### config.mk
export PLATFORM = sky130hd
export DESIGN_NAME = pipe_ctrl
export DESIGN_NICKNAME = d
export VERILOG_FILES = /design/src/rtl/pipe_ctrl.sv
export SDC_FILE = /design/constraint.sdc
export NUM_CORES = 1
export LEC_CHECK = 0
export BUFFER_PORTS_ARGS = -buffer_cell sky130_fd_sc_hd__buf_2
export CORE_UTILIZATION = 53
export CTS_CLUSTER_DIAMETER = 50
export DETAILED_ROUTE_END_ITERATION = 16
export PLACE_DENSITY = 0.85
export SLEW_MARGIN = 30
export SYNTH_ARGS = -nofsm -noshare
export SYNTH_HDL_FRONTEND = slang
export SYNTH_SLANG_ARGS = --single-unit
### constraint.sdc
create_clock -name clk -period 5.3 [get_ports clk]
set_input_delay 0.53 -clock clk [delete_from_list [all_inputs] [get_ports clk]]
set_output_delay 0.53 -clock clk [all_outputs]
set_load 0.005 [all_outputs]
### src/rtl/pipe_ctrl.sv
// Central pipeline controller: arbitrates stall, branch and trap requests into per-stage
// stall/flush vectors, sequences deferred trap entry, and runs a MEM bus watchdog plus counters.
module pipe_ctrl #(
    parameter int unsigned TIMEOUT_CYC = 200
) (
    input  logic        clk,
    input  logic        rst,
    input  logic        stallreq_if,
    input  logic        stallreq_id,
    input  logic        stallreq_ex,
    input  logic        stallreq_mem,
    input  logic        branch_flag_i,
    input  logic [31:0] branch_addr_i,
    input  logic        trap_req_i,
    input  logic [31:0] trap_addr_i,
    output logic [5:0]  stall_o,
    output logic [2:0]  flush_o,
    output logic        pc_set_o,
    output logic [31:0] new_pc_o,
    output logic        trap_ack_o,
    output logic        bus_timeout_o,
    output logic        bus_err_o,
    output logic [31:0] stall_cnt_o,
    output logic [15:0] flush_cnt_o
);

    typedef enum logic {
        IDLE      = 1'b0,
        TRAP_PEND = 1'b1
    } state_e;

    localparam logic [7:0] TIMEOUT_W = 8'(TIMEOUT_CYC);

    state_e      state_q, state_d;
    logic [31:0] trap_addr_q, trap_addr_d;
    logic [7:0]  wdt_cnt_q, wdt_cnt_d;
    logic        bus_err_q, bus_err_d;
    logic        bus_timeout_q, bus_timeout_d;
    logic [31:0] stall_cnt_q, stall_cnt_d;
    logic [15:0] flush_cnt_q, flush_cnt_d;

    logic        blocked;
    logic        trap_eff;
    logic        trap_take;
    logic [31:0] trap_tgt;

    // A trap cannot be taken while MEM or EX would have to abandon an in-flight operation.
    assign blocked   = stallreq_mem | stallreq_ex;
    assign trap_eff  = (state_q == TRAP_PEND) | trap_req_i;
    assign trap_tgt  = (state_q == TRAP_PEND) ? trap_addr_q : trap_addr_i;
    assign trap_take = trap_eff & ~blocked;

    always_comb begin
        // NOTE: every output gets a default first so no path through the priority chain infers a latch.
        stall_o    = 6'b000000;
        flush_o    = 3'b000;
        pc_set_o   = 1'b0;
        new_pc_o   = 32'h0;
        trap_ack_o = 1'b0;
        if (trap_take) begin
            flush_o    = 3'b111;
            pc_set_o   = 1'b1;
            new_pc_o   = trap_tgt;
            trap_ack_o = 1'b1;
        end else if (stallreq_mem) begin
            stall_o = 6'b011111;
        end else if (stallreq_ex) begin
            stall_o = 6'b001111;
        end else if (branch_flag_i) begin
            flush_o  = 3'b011;
            pc_set_o = 1'b1;
            new_pc_o = branch_addr_i;
        end else if (stallreq_id) begin
            stall_o = 6'b000111;
        end else if (stallreq_if) begin
            stall_o = 6'b000011;
        end
    end

    always_comb begin
        state_d     = state_q;
        trap_addr_d = trap_addr_q;
        case (state_q)
            IDLE: begin
                if (trap_req_i && blocked) begin
                    state_d     = TRAP_PEND;
                    trap_addr_d = trap_addr_i;
                end
            end
            TRAP_PEND: begin
                // Later requests are dropped here: the first trap owns the vector.
                if (!blocked) begin
                    state_d = IDLE;
                end
            end
            default: state_d = IDLE;
        endcase
    end

    always_comb begin
        wdt_cnt_d     = 8'd0;
        bus_timeout_d = 1'b0;
        if (stallreq_mem) begin
            wdt_cnt_d     = (wdt_cnt_q == TIMEOUT_W) ? wdt_cnt_q : wdt_cnt_q + 8'd1;
            bus_timeout_d = (wdt_cnt_q == TIMEOUT_W - 8'd1);
        end
        bus_err_d   = bus_err_q | bus_timeout_d;
        stall_cnt_d = stall_cnt_q + {31'b0, |stall_o};
        flush_cnt_d = flush_cnt_q + {15'b0, |flush_o};
    end

    always_ff @(posedge clk) begin
        // NOTE: non-blocking assignments so every register samples pre-edge values regardless of order.
        if (!rst) begin
            state_q       <= IDLE;
            trap_addr_q   <= 32'h0;
            wdt_cnt_q     <= 8'd0;
            bus_err_q     <= 1'b0;
            bus_timeout_q <= 1'b0;
            stall_cnt_q   <= 32'h0;
            flush_cnt_q   <= 16'h0;
        end else begin
            state_q       <= state_d;
            trap_addr_q   <= trap_addr_d;
            wdt_cnt_q     <= wdt_cnt_d;
            bus_err_q     <= bus_err_d;
            bus_timeout_q <= bus_timeout_d;
            stall_cnt_q   <= stall_cnt_d;
            flush_cnt_q   <= flush_cnt_d;
        end
    end

    assign bus_timeout_o = bus_timeout_q;
    assign bus_err_o     = bus_err_q;
    assign stall_cnt_o   = stall_cnt_q;
    assign flush_cnt_o   = flush_cnt_q;

endmodule

Word level (Yosys, flattened, before mapping)
Cells that the tools add are included.

cells by class
  $add $sub $neg = 3
  $mul = 0
  div/mod/pow operators = 0
  magnitude comparators = 0
  equality and inequality tests = 2
  shift operators = 0
  muxes and demuxes = 24
  bitwise operators = 6
  reduce and logical (&&, ||, !) cells = 5

operators by type and width
  cell                 number
  $mux 32              5
  $add 32x1->32        1
  $add 16x1->16        1
  $eq 8x8->1 const B   2
  $mux 3               3
  $add 8x1->8 const B  1
  $mux 1               8
  $mux 2               4
  $mux 6               1
  $reduce_or 6->1      1
  $mux 5               1
  $mux 4               1
  $reduce_and 2->1     2
  $or 1x1->1           3
  $reduce_or 3->1      1
  $not 1->1            2
  $pmux 1 s2           1
  $and 1x1->1          1
  $logic_and 1x1->1    1

word-level totals
  register bits after elaboration = 91
  latch bits = 0
  bits in writable memories = 0
  memory bits (read-only) = 0
  bits of input ports = 72
  output and inout port bits = 93
  word-level logic and storage cells = 47
  memories = 0

Logic depth before layout (Yosys ltp)
Gate-level depths: netlist (run 1).

  depth after elaboration = 8
  depth in mapped cells = 10
  gate-level depth less buffers = 9

Worst setup path after synthesis (run 1)
No wires, ideal clock.

  path type = in2reg
  start point = input branch_flag_i
  end point = register stall_cnt_q[26] (netlist: stall_cnt_o[26])
  setup time = 0.070 ns
  data arrival time = 2.817 ns
  required time = 5.230 ns
  path slack = 2.413 ns
  stages on the path = 9
  buffers on the path = 0
  path through = nor3_1 > o21ai_0 > nand2_1 > ha_1 > ha_1 > nand4_4 > or4_4 > or4_1 > a21oi_1

between the ends
  cells in the longest elaborated chain, start to end = 6

RTL lines
  item                  RTL line  RTL
  start, declared       12        input logic branch_flag_i,
  $mux 3                69        end else if (branch_flag_i) begin
  $mux 4                67        end else if (stallreq_ex) begin
  $mux 5                65        end else if (stallreq_mem) begin
  $mux 6                60        if (trap_take) begin
  $reduce_or 6->1       108       stall_cnt_d = stall_cnt_q + {31'b0, |stall_o};
  $add 32x1->32         108
  end signal, assigned  128       stall_cnt_q <= stall_cnt_d;
  end, declared         39        logic [31:0] stall_cnt_q, stall_cnt_d;

No other way between the ends.
A chain may end at the register's enable or synchronous reset.

Worst setup path in the final report (run 1)
  start point = register state_q
  end point = register stall_cnt_q[26] (netlist: stall_cnt_o[26])

between the ends
  cells in the longest elaborated chain, start to end = 5

RTL lines
  item                    RTL line  RTL
  start, declared         34        state_e state_q, state_d;
  start signal, assigned  123       state_q <= state_d;
  $or 1x1->1              49        assign trap_eff = (state_q == TRAP_PEND) | trap_req_i;
  $and 1x1->1             51        assign trap_take = trap_eff & ~blocked;
  $mux 6                  60
  $reduce_or 6->1         108
  $add 32x1->32           108

No other way between the ends.

==> results of run 1 <==
-- flip-flops by register name, summed over array words and instances, names as in the netlist --
register / cells
state_q: 1
wdt_cnt_q: 8
stall_cnt_o: 32
bus_timeout_o: 1
flush_cnt_o: 16
trap_addr_q: 32
bus_err_o: 1
-- path summary, 6_finish.rpt --
path / startpoint / to / slack (ps) / cells past startpoint
setup reg to reg: state_q$_SDFF_PN0_ / stall_cnt_o[26]$_SDFF_PN0_ / 2040 / 9
hold / removal: trap_addr_i[3] / trap_addr_q[3]$_SDFFE_PN0P_ / 420 / 3
hold reg to reg: trap_addr_q[22]$_SDFFE_PN0P_ / trap_addr_q[22]$_SDFFE_PN0P_ / 460 / 2
setup / recovery: state_q$_SDFF_PN0_ / stall_cnt_o[26]$_SDFF_PN0_ / 2040 / 9
-- cells by family after synthesis --
logic type                 after synthesis  share of synthesized area, %
and+or+nand+nor                        254                          27.5
DFF                                     91                          40.7
adders and majority gates                6                          1.68
AOI/OAI and AO/OA                       94                          10.9
muxes                                   42                          9.39
other                                    1                        0.0837
xor gates and xnor gates                28                          5.47
buffers and inverters                   46                          4.30
-- metrics by stage --
stage,cells,instance area [sq um]
after floorplan,562,4480
after global placement,797,5300
after detailed placement,798,5310
after CTS,814,5520
after global routing,814,5530
final,814,5530
-- layout by cell type (no fill, tap or decap), drive strengths merged, types with 3 or more instances in the layout --
master  count
xnor2      16
or4         5
buf       165
and4        4
nor3       10
nand2     121
nand3      20
nand4      17
dfxtp      91
nor2       36
clkbuf     13
o21ai      42
xor2       12
nand2b      9
inv        12
ha          6
a21oi      46
and3        4
and2        5
o31ai       3
nor4       10
or3         8
mux2i      42
-- report_power, final --
group          internal, mW  switching, mW
clock network         0.245          0.236
registers             0.702         0.0201
logic                0.0663         0.0751
total                  1.01          0.332
-- critical path, delay by kind of cell (launching register included) --
| family | cells | cell delay, ps |
|---|---|---|
| and+or+nand+nor | 5 | 1780 |
| DFF | 1 | 530 |
| AOI/OAI and AO/OA | 2 | 340 |
| adders and majority gates | 2 | 510 |
-- layer usage --
metal,share of wire (%),global-route usage [%]
met2,53,47.3
met5,0,0
met4,1.1,8.21
met3,5.0,3.56
met1,41,29.6
-- cell type report --
class / instances / area share (%)
Multi-Input combinational cell: 425 / 44.9
Timing Repair Buffer: 165 / 15.2
Tap cell: 105 / 2.38
Clock buffer: 13 / 2.87
Clock inverter: 3 / 0.837
Inverter: 12 / 0.860
Sequential cell: 91 / 33.0
==> results.json, run 1 <==
{
  "htree_levels": 3,
  "cts_tree": "done",
  "yosys_most_used_dff": "dfxtp_1",
  "finalCritPeriodShare_pct": 61.5,
  "clock_path_buffers": 2,
  "hold_buffers": 0,
  "rsz0062_at_grt": "false",
  "layout_setup_ws_ps": 2040,
  "ios": 165,
  "io_buffers": 163,
  "dieHeight_um": 93.9,
  "die-area_sq_um": 8820,
  "core-area_sq_um": 8220,
  "final_util_pct": 67.3,
  "seq_area_sq_um": 1830,
  "syn_avg_cell_area_sq_um": 7.97,
  "cts_setup_buffers": 0,
  "max_stage_delay_ps": 610,
  "drtPass1Iterations": 5,
  "initial_core_util_pct": 54.5,
  "critPathKind": "flop to flop",
  "vias_per_cell": 5.48,
  "grt_pass1_vias": 4024,
  "finClkSkew_ps": 10.8,
  "critPathArrivalTime_ps": 3530,
  "gp_congestion": 0.857,
  "dp_hpwl_um": 8140,
  "power.leakage_nw": 2.37,
  "cts.sinks": 91,
  "cts_resized": 0,
  "grt_usage_pct": 25.4,
  "syn_to_final_growth_pct": 23.5,
  "synth_seq_area_share_pct": 40.7,
  "slew_violations": 0,
  "drt-wirelength-per-cell_um": 13.9,
  "hold_slack_ps": 422,
  "path_clk_slew_ps": 90,
  "numCtsBuffers": 9,
  "yosysUniqueCellTypes": 40,
  "synth_seq_cells": 91,
  "synth-edff-count": 0,
  "period_needed_ps": 3260,
  "slowest_stage": "or4_4",
  "crit_required_ps": 5570,
  "crit_top_cell": "ha_1",
  "crit_path_start_kind": "flop",
  "synth_nets": 640,
  "n_antenna_cell": 0,
  "drv_cap": 0,
  "finalSetupTns_ps": 0,
  "power_density_nw_per_um2": 243,
  "fin_nets": 782,
  "worstMarginPinSlew_ps": 715,
  "crit_fanout": 37,
  "post-place-ws_ps": 1830,
  "postSynth.asyncResetShare_pct": 0,
  "report.final.setup_viol": 0,
  "vias": 4458,
  "grt_pass1_wl_um": 18000,
  "status": "completed",
  "ir_worst_vdd_mv": 0.173,
  "endpoint_kind": "flop",
  "grt_max_degree": 69,
  "overflow": 0,
  "hp-class": "input port to flop",
  "ant_nets": 0,
  "yosys_warnings": 0,
  "synth_area_leader_cell": "dfxtp_1",
  "fmax_mhz": 307,
  "clock_latency_ps": 350,
  "rows": 33,
  "dieWidth_um": 93.9,
  "drtIter0Drc": 161,
  "antenna_found_initial": 0,
  "fillerInstances": 713,
  "syn-cell-area_sq_um": 4480,
  "worstPathCellList": "nor3_1, o21ai_0, nand2_1, ha_1, ha_1, nand4_4, or4_4, or4_1, a21oi_1",
  "wirelength_um": 11300,
  "yosysTopAreaCellShare_pct": 40.7,
  "drive_above_1_share_pct": 27.2,
  "synth_common_cells": "nand2_1 (121), dfxtp_1 (91), a21oi_1 (46)",
  "synthCells": 562,
  "cts_root_buffer": "clkbuf_8",
  "power_mw": 1.34,
  "synth.top_cells.by_area": "dfxtp_1 (41%), nand2_1 (10%), mux2i_1 (9.4%)",
  "relSlewSlack_pct": 52.0,
  "hold_viol_final": 0,
  "synth.most_common_cell": "nand2_1",
  "multi_input_area_sq_um": 2480,
  "drc": 0
}
Power figures use the tool's default switching activity.
==> run 2, diff against run 1 <==
--- a/config.mk
+++ b/config.mk
@@ -5,11 +5,12 @@
 export SDC_FILE = /design/constraint.sdc
 export NUM_CORES = 1
 export LEC_CHECK = 0
+export ABC_AREA = 1
 export BUFFER_PORTS_ARGS = -buffer_cell sky130_fd_sc_hd__buf_2
-export CORE_UTILIZATION = 53
+export CORE_UTILIZATION = 47
 export CTS_CLUSTER_DIAMETER = 50
 export DETAILED_ROUTE_END_ITERATION = 16
-export PLACE_DENSITY = 0.85
+export PLACE_DENSITY = 0.77
 export SLEW_MARGIN = 30
 export SYNTH_ARGS = -nofsm -noshare
 export SYNTH_HDL_FRONTEND = slang
==> constraint.sdc (replaced) <==
create_clock -name clk -period 2.77 [get_ports clk]
set_input_delay 0.277 -clock clk [delete_from_list [all_inputs] [get_ports clk]]
set_output_delay 0.277 -clock clk [all_outputs]
set_load 0.005 [all_outputs]
==> results.json, run 2 <==
{
  "hold_viol_final": 0,
  "drtIter0Drc": 243,
  "period_needed_ps": 2120,
  "crit_fanout": 32,
  "hold_slack_ps": 164,
  "fin_nets": 941,
  "crit_required_ps": 2490,
  "grt_pass1_wl_um": 19300,
  "synthCells": 717,
  "grt_max_degree": 36,
  "dieWidth_um": 108,
  "max_stage_delay_ps": 410,
  "hp-start": "trap_addr_i[2]",
  "drc": 0,
  "finalSetupTns_ps": 0,
  "seq_power_share_pct": 51.5,
  "postSynth.asyncResetShare_pct": 0,
  "combPwrFrac_pct": 13.5,
  "syn_avg_cell_area_sq_um": 7.37,
  "final_cell_mix": "buf_2 (163), nor2_1 (147), nand2_1 (92), dfxtp_1 (90), inv_1 (79)",
  "die-area_sq_um": 11700,
  "overflow": 0,
  "grt_pass1_vias": 4311,
  "wirelength_um": 12400,
  "p_int_mw": 1.97,
  "core-area_sq_um": 10900,
  "report.final.setup_viol": 0,
  "grt_usage_pct": 20.8,
  "slowest_stage": "nand3_4",
  "vias_per_cell": 5.01,
  "cts_resized": 0,
  "drv_cap": 0,
  "synth.top_cells.by_area": "dfxtp_1 (34%), nor2_1 (10%), nand2_1 (6.5%)",
  "drtPass1Iterations": 5,
  "slew_violations": 0,
  "dieHeight_um": 108,
  "numCtsBuffers": 9,
  "final_util_pct": 57.6,
  "p_sw_uw": 706,
  "clock_latency_ps": 360,
  "power_density_nw_per_um2": 427,
  "yosysUniqueCellTypes": 46,
  "ant_nets": 0,
  "critPathKind": "flop to output port",
  "synth_seq_area_share_pct": 34.5,
  "drive_above_1_share_pct": 31.2,
  "synth_common_cells": "nor2_1 (147), nand2_1 (92), dfxtp_1 (91)",
  "critPathArrivalTime_ps": 1840,
  "syn_to_final_growth_pct": 18.7,
  "hold_buffers": 0,
  "yosysTopAreaCellShare_pct": 34.5,
  "fillerInstances": 1039,
  "seq_area_sq_um": 1820,
  "cts_setup_buffers": 0,
  "endpoint_kind": "output port",
  "status": "completed",
  "swShare_pct": 26.4,
  "p_clk_share_pct": 35.0,
  "initial_core_util_pct": 48.5,
  "dp_hpwl_um": 9110,
  "r2r-start": "state_q$_SDFF_PN0_",
  "drt-wirelength-per-cell_um": 12.3,
  "power.leakage_nw": 2.89,
  "cts_root_buffer": "clkbuf_8",
  "synth_area_leader_cell": "dfxtp_1",
  "finClkSkew_ps": 7.90,
  "rows": 38,
  "fmax_mhz": 472,
  "crit_path_start_kind": "flop",
  "hp-class": "input port to flop",
  "finalCritPeriodShare_pct": 76.4,
  "ir_worst_vdd_mv": 0.242,
  "multi_input_area_sq_um": 2890,
  "clock_path_buffers": 2,
  "ios": 165,
  "io_buffers": 163,
  "synth_seq_cells": 91,
  "rsz0062_at_grt": "false",
  "cts.sinks": 91,
  "antenna_found_initial": 0,
  "yosys_warnings": 0,
  "yosys_most_used_dff": "dfxtp_1",
  "relSlewSlack_pct": 63.7,
  "synth-edff-count": 0,
  "worstPathCellList": "nor2_8, nand3_4, o21ai_0, buf_2",
  "gp_congestion": 0.850,
  "synth_nets": 795,
  "cts_tree": "done",
  "worstMarginPinSlew_ps": 541,
  "syn-cell-area_sq_um": 5280,
  "htree_levels": 3,
  "layout.cells.most_common": "buf_2",
  "path_clk_slew_ps": 90,
  "crit_start": "state_q$_SDFF_PN0_",
  "synth.most_common_cell": "nor2_1",
  "vias": 5048,
  "n_antenna_cell": 0
}
==> run 2: cells by family (layout without fill, tap and decap cells) <==
| group | after synthesis | count (layout) | synth area share, % |
|---|---|---|---|
| compound gates | 145 | 145 | 19.9 |
| buf+inv | 116 | 267 | 10.7 |
| flops | 91 | 91 | 34.5 |
| simple gates | 349 | 349 | 31.8 |
| other cells | 1 | 1 | 0.0710 |
| fa+ha+maj | 6 | 6 | 1.42 |
| xor+xnor | 9 | 9 | 1.49 |
==> run 2: critical path, delay by kind of cell (launching register included) <==
family,cells,cell delay (ps)
AOI/OAI and AO/OA,1,350
buffers and inverters,1,160
DFF,1,370
and+or+nand+nor,2,580
==> run 2: cell type report <==
cell class	count	area share, %
timing repair buffer	168	13.6
clock buffer	13	2.53
clock inverter	3	0.739
inverter	83	5.09
sequential	91	29.1
tap	140	2.79
multi-input combinational	510	46.1
==> run 2: worst paths after layout <==
path | end | slack, ps | cells after the start
max reg2reg | stall_cnt_o[12]$_SDFF_PN0_ | 790 | 11
min reg2reg | bus_err_o$_SDFF_PN0_ | 460 | 2
min | trap_addr_q[2]$_SDFFE_PN0P_ | 160 | 3
max | new_pc_o[0] | 650 | 4
==> run 2: layer usage <==
metal	routed length, um	track usage (%)	up-vias
met5	0	0	-
met4	346	9.78	0
met3	650	3.44	24
met2	5840	34.7	149
met1	5560	26.0	2272
li1	-	-	2603
==> run 2: per-stage QoR <==
step | setup slack, ps | cell area (sq um) | std cells | total power [mW]
CTS | 630 | 6270 | 1008 | 2.70
global placement | 542 | 6060 | 992 | 1.77
global route | 528 | 6270 | 1008 | 2.80
finish | 653 | 6270 | 1008 | 2.68
detailed placement | 525 | 6060 | 992 | 1.77
floorplan | 686 | 5280 | 717 | 1.65
==> run 2: power groups by stage <==
stage	clock [mW]	sequential (mW)	combinational (mW)
5_1_grt	1.01	1.39	0.405
2_1_floorplan	0	1.40	0.251
4_1_cts	0.956	1.38	0.365
6_report	0.936	1.38	0.361
3_5_place_dp	0	1.41	0.364
3_3_place_gp	0	1.41	0.358
==> run 3, diff against run 2 <==
--- a/config.mk
+++ b/config.mk
@@ -5,12 +5,12 @@
 export SDC_FILE = /design/constraint.sdc
 export NUM_CORES = 1
 export LEC_CHECK = 0
-export ABC_AREA = 1
+export ABC_AREA = 0
 export BUFFER_PORTS_ARGS = -buffer_cell sky130_fd_sc_hd__buf_2
-export CORE_UTILIZATION = 47
+export CORE_UTILIZATION = 50
 export CTS_CLUSTER_DIAMETER = 50
 export DETAILED_ROUTE_END_ITERATION = 16
-export PLACE_DENSITY = 0.77
+export PLACE_DENSITY = 0.81
 export SLEW_MARGIN = 30
 export SYNTH_ARGS = -nofsm -noshare
 export SYNTH_HDL_FRONTEND = slang
==> constraint.sdc (replaced) <==
create_clock -name clk -period 2.1 [get_ports clk]
set_input_delay 0.21 -clock clk [delete_from_list [all_inputs] [get_ports clk]]
set_output_delay 0.21 -clock clk [all_outputs]
set_load 0.005 [all_outputs]
==> results.json, run 3 (synthesis gave the netlist of run 1 again) <==
{
  "status": "finished, violations left",
  "violations": "setup timing",
  "vias_per_cell": 5.36,
  "grt_pass1_wl_um": 18500,
  "relSlewSlack_pct": 57.7,
  "grt_max_degree": 69,
  "core-area_sq_um": 8680,
  "fillerInstances": 722,
  "worstPathCellList": "nor3_4, o21ai_2, nand2_2, ha_4, ha_4, nand4_4, or4_4, buf_6, or3_1, a21oi_1",
  "p_sw_uw": 869,
  "critPathKind": "flop to flop",
  "p_clk_share_pct": 36.5,
  "dieWidth_um": 96.7,
  "wirelength_um": 11900,
  "fin_cells": 857,
  "critPathArrivalTime_ps": 2520,
  "syn_to_final_growth_pct": 34.7,
  "rsz0062_at_grt": "true",
  "final_cell_mix": "buf_2 (163), nand2_1 (120), dfxtp_1 (90), a21oi_1 (45), mux2i_1 (42)",
  "layout_setup_ws_ps": -123,
  "gp_congestion": 0.828,
  "power_density_nw_per_um2": 582,
  "cts_tree": "done",
  "fmax_mhz": 450,
  "crit_fanout": 4,
  "numCtsBuffers": 9,
  "antenna_found_initial": 1,
  "rows": 34,
  "finalCritPeriodShare_pct": 106,
  "power.leakage_nw": 2.63,
  "hold_slack_ps": 95.9,
  "clock_path_buffers": 2,
  "dp_hpwl_um": 8220,
  "cts_root_buffer": "clkbuf_8",
  "htree_levels": 3,
  "grt_pass1_vias": 4077,
  "finClkSkew_ps": 12.2,
  "layout.cells.most_common": "buf_2",
  "hold_buffers": 0,
  "dieHeight_um": 96.7,
  "p_int_mw": 2.64,
  "hp-class": "input port to flop",
  "power_mw": 3.51,
  "clock_latency_ps": 350,
  "drtIter0Drc": 133,
  "vias": 4590,
  "drv_cap": 0,
  "initial_core_util_pct": 51.6,
  "ant_nets": 0,
  "ir_worst_vdd_mv": 0.403,
  "seq_power_share_pct": 51.4,
  "drive_above_1_share_pct": 33.0,
  "cts.sinks": 91,
  "hold_viol_final": 0,
  "max_stage_delay_ps": 470,
  "fin_nets": 821,
  "grt_usage_pct": 23.5,
  "crit_required_ps": 2390,
  "slowest_stage": "or4_4",
  "drtPass1Iterations": 5,
  "finalSetupTns_ps": -556,
  "report.final.setup_viol": 11,
  "crit_path_start_kind": "flop",
  "overflow": 0,
  "path_clk_slew_ps": 90,
  "combPwrFrac_pct": 12.1,
  "final_util_pct": 69.5,
  "ios": 165,
  "swShare_pct": 24.7,
  "endpoint_kind": "flop",
  "dp.cells": 831,
  "drt-wirelength-per-cell_um": 13.9,
  "worstMarginPinSlew_ps": 630,
  "period_needed_ps": 2220,
  "die-area_sq_um": 9340,
  "io_buffers": 163,
  "slew_violations": 0,
  "crit_top_cell": "ha_4",
  "drc": 0
}
run 3: area by class of cell:
cell class / count / area (sq um) / share of cell area (%)
Tap cell: 108 / 135 / 2.24
Inverter: 12 / 45.0 / 0.747
Antenna cell: 1 / 2.50 / 0.0415
Sequential cell: 91 / 1830 / 30.3
Clock buffer: 10 / 128 / 2.12
Clock inverter: 6 / 88.8 / 1.47
Multi-Input combinational cell: 426 / 2610 / 43.3
Timing Repair Buffer: 203 / 1200 / 19.9
run 3: worst paths after layout:
path                                     from                           to  slack, ps  cells past startpoint
setup / recovery           state_q$_SDFF_PN0_   stall_cnt_o[20]$_SDFF_PN0_       -120                     10
hold / removal                 trap_addr_i[6]  trap_addr_q[6]$_SDFFE_PN0P_        100                      3
setup reg to reg           state_q$_SDFF_PN0_   stall_cnt_o[20]$_SDFF_PN0_       -120                     10
hold reg to reg   trap_addr_q[5]$_SDFFE_PN0P_  trap_addr_q[5]$_SDFFE_PN0P_        460                      2
run 3: per-stage QoR:
step                      area (sq um)  setup slack (ps)
after floorplan                   4550              -226
after global placement            5600              -132
after detailed placement          5600              -211
after CTS                         5880             -53.7
after global routing              6030              -201
final                             6030              -123
run 3: worst max-delay path: cells and delay by family, from the launching register on:
family / cells / cell delay, ps
compound gates: 2 / 220
fa+ha+maj: 2 / 310
buf+inv: 1 / 140
flops: 1 / 360
simple gates: 5 / 1140
run 3: repair_timing:
action,4_1_cts,5_1_grt
cloned,0,2
endpoints found under the setup margin,49,49
pin swaps,16,6
resized for setup,11,18
buffers inserted,2,5
run 3: layer usage:
metal	track usage (%)	vias to the layer above	routed length (um)
met1	29.0	2113	5250
met3	2.60	20	570
met2	42.4	165	5880
met5	0	-	0
met4	8.27	0	216
li1	-	2292	-
run 3: power by group through the flow:
stage | sequential (mW) | clock (mW) | combinational (mW)
finish | 1.80 | 1.28 | 0.426
global placement | 1.84 | 0 | 0.393
CTS | 1.80 | 1.32 | 0.413
floorplan | 1.84 | 0 | 0.230
global route | 1.81 | 1.38 | 0.471
detailed placement | 1.84 | 0 | 0.405
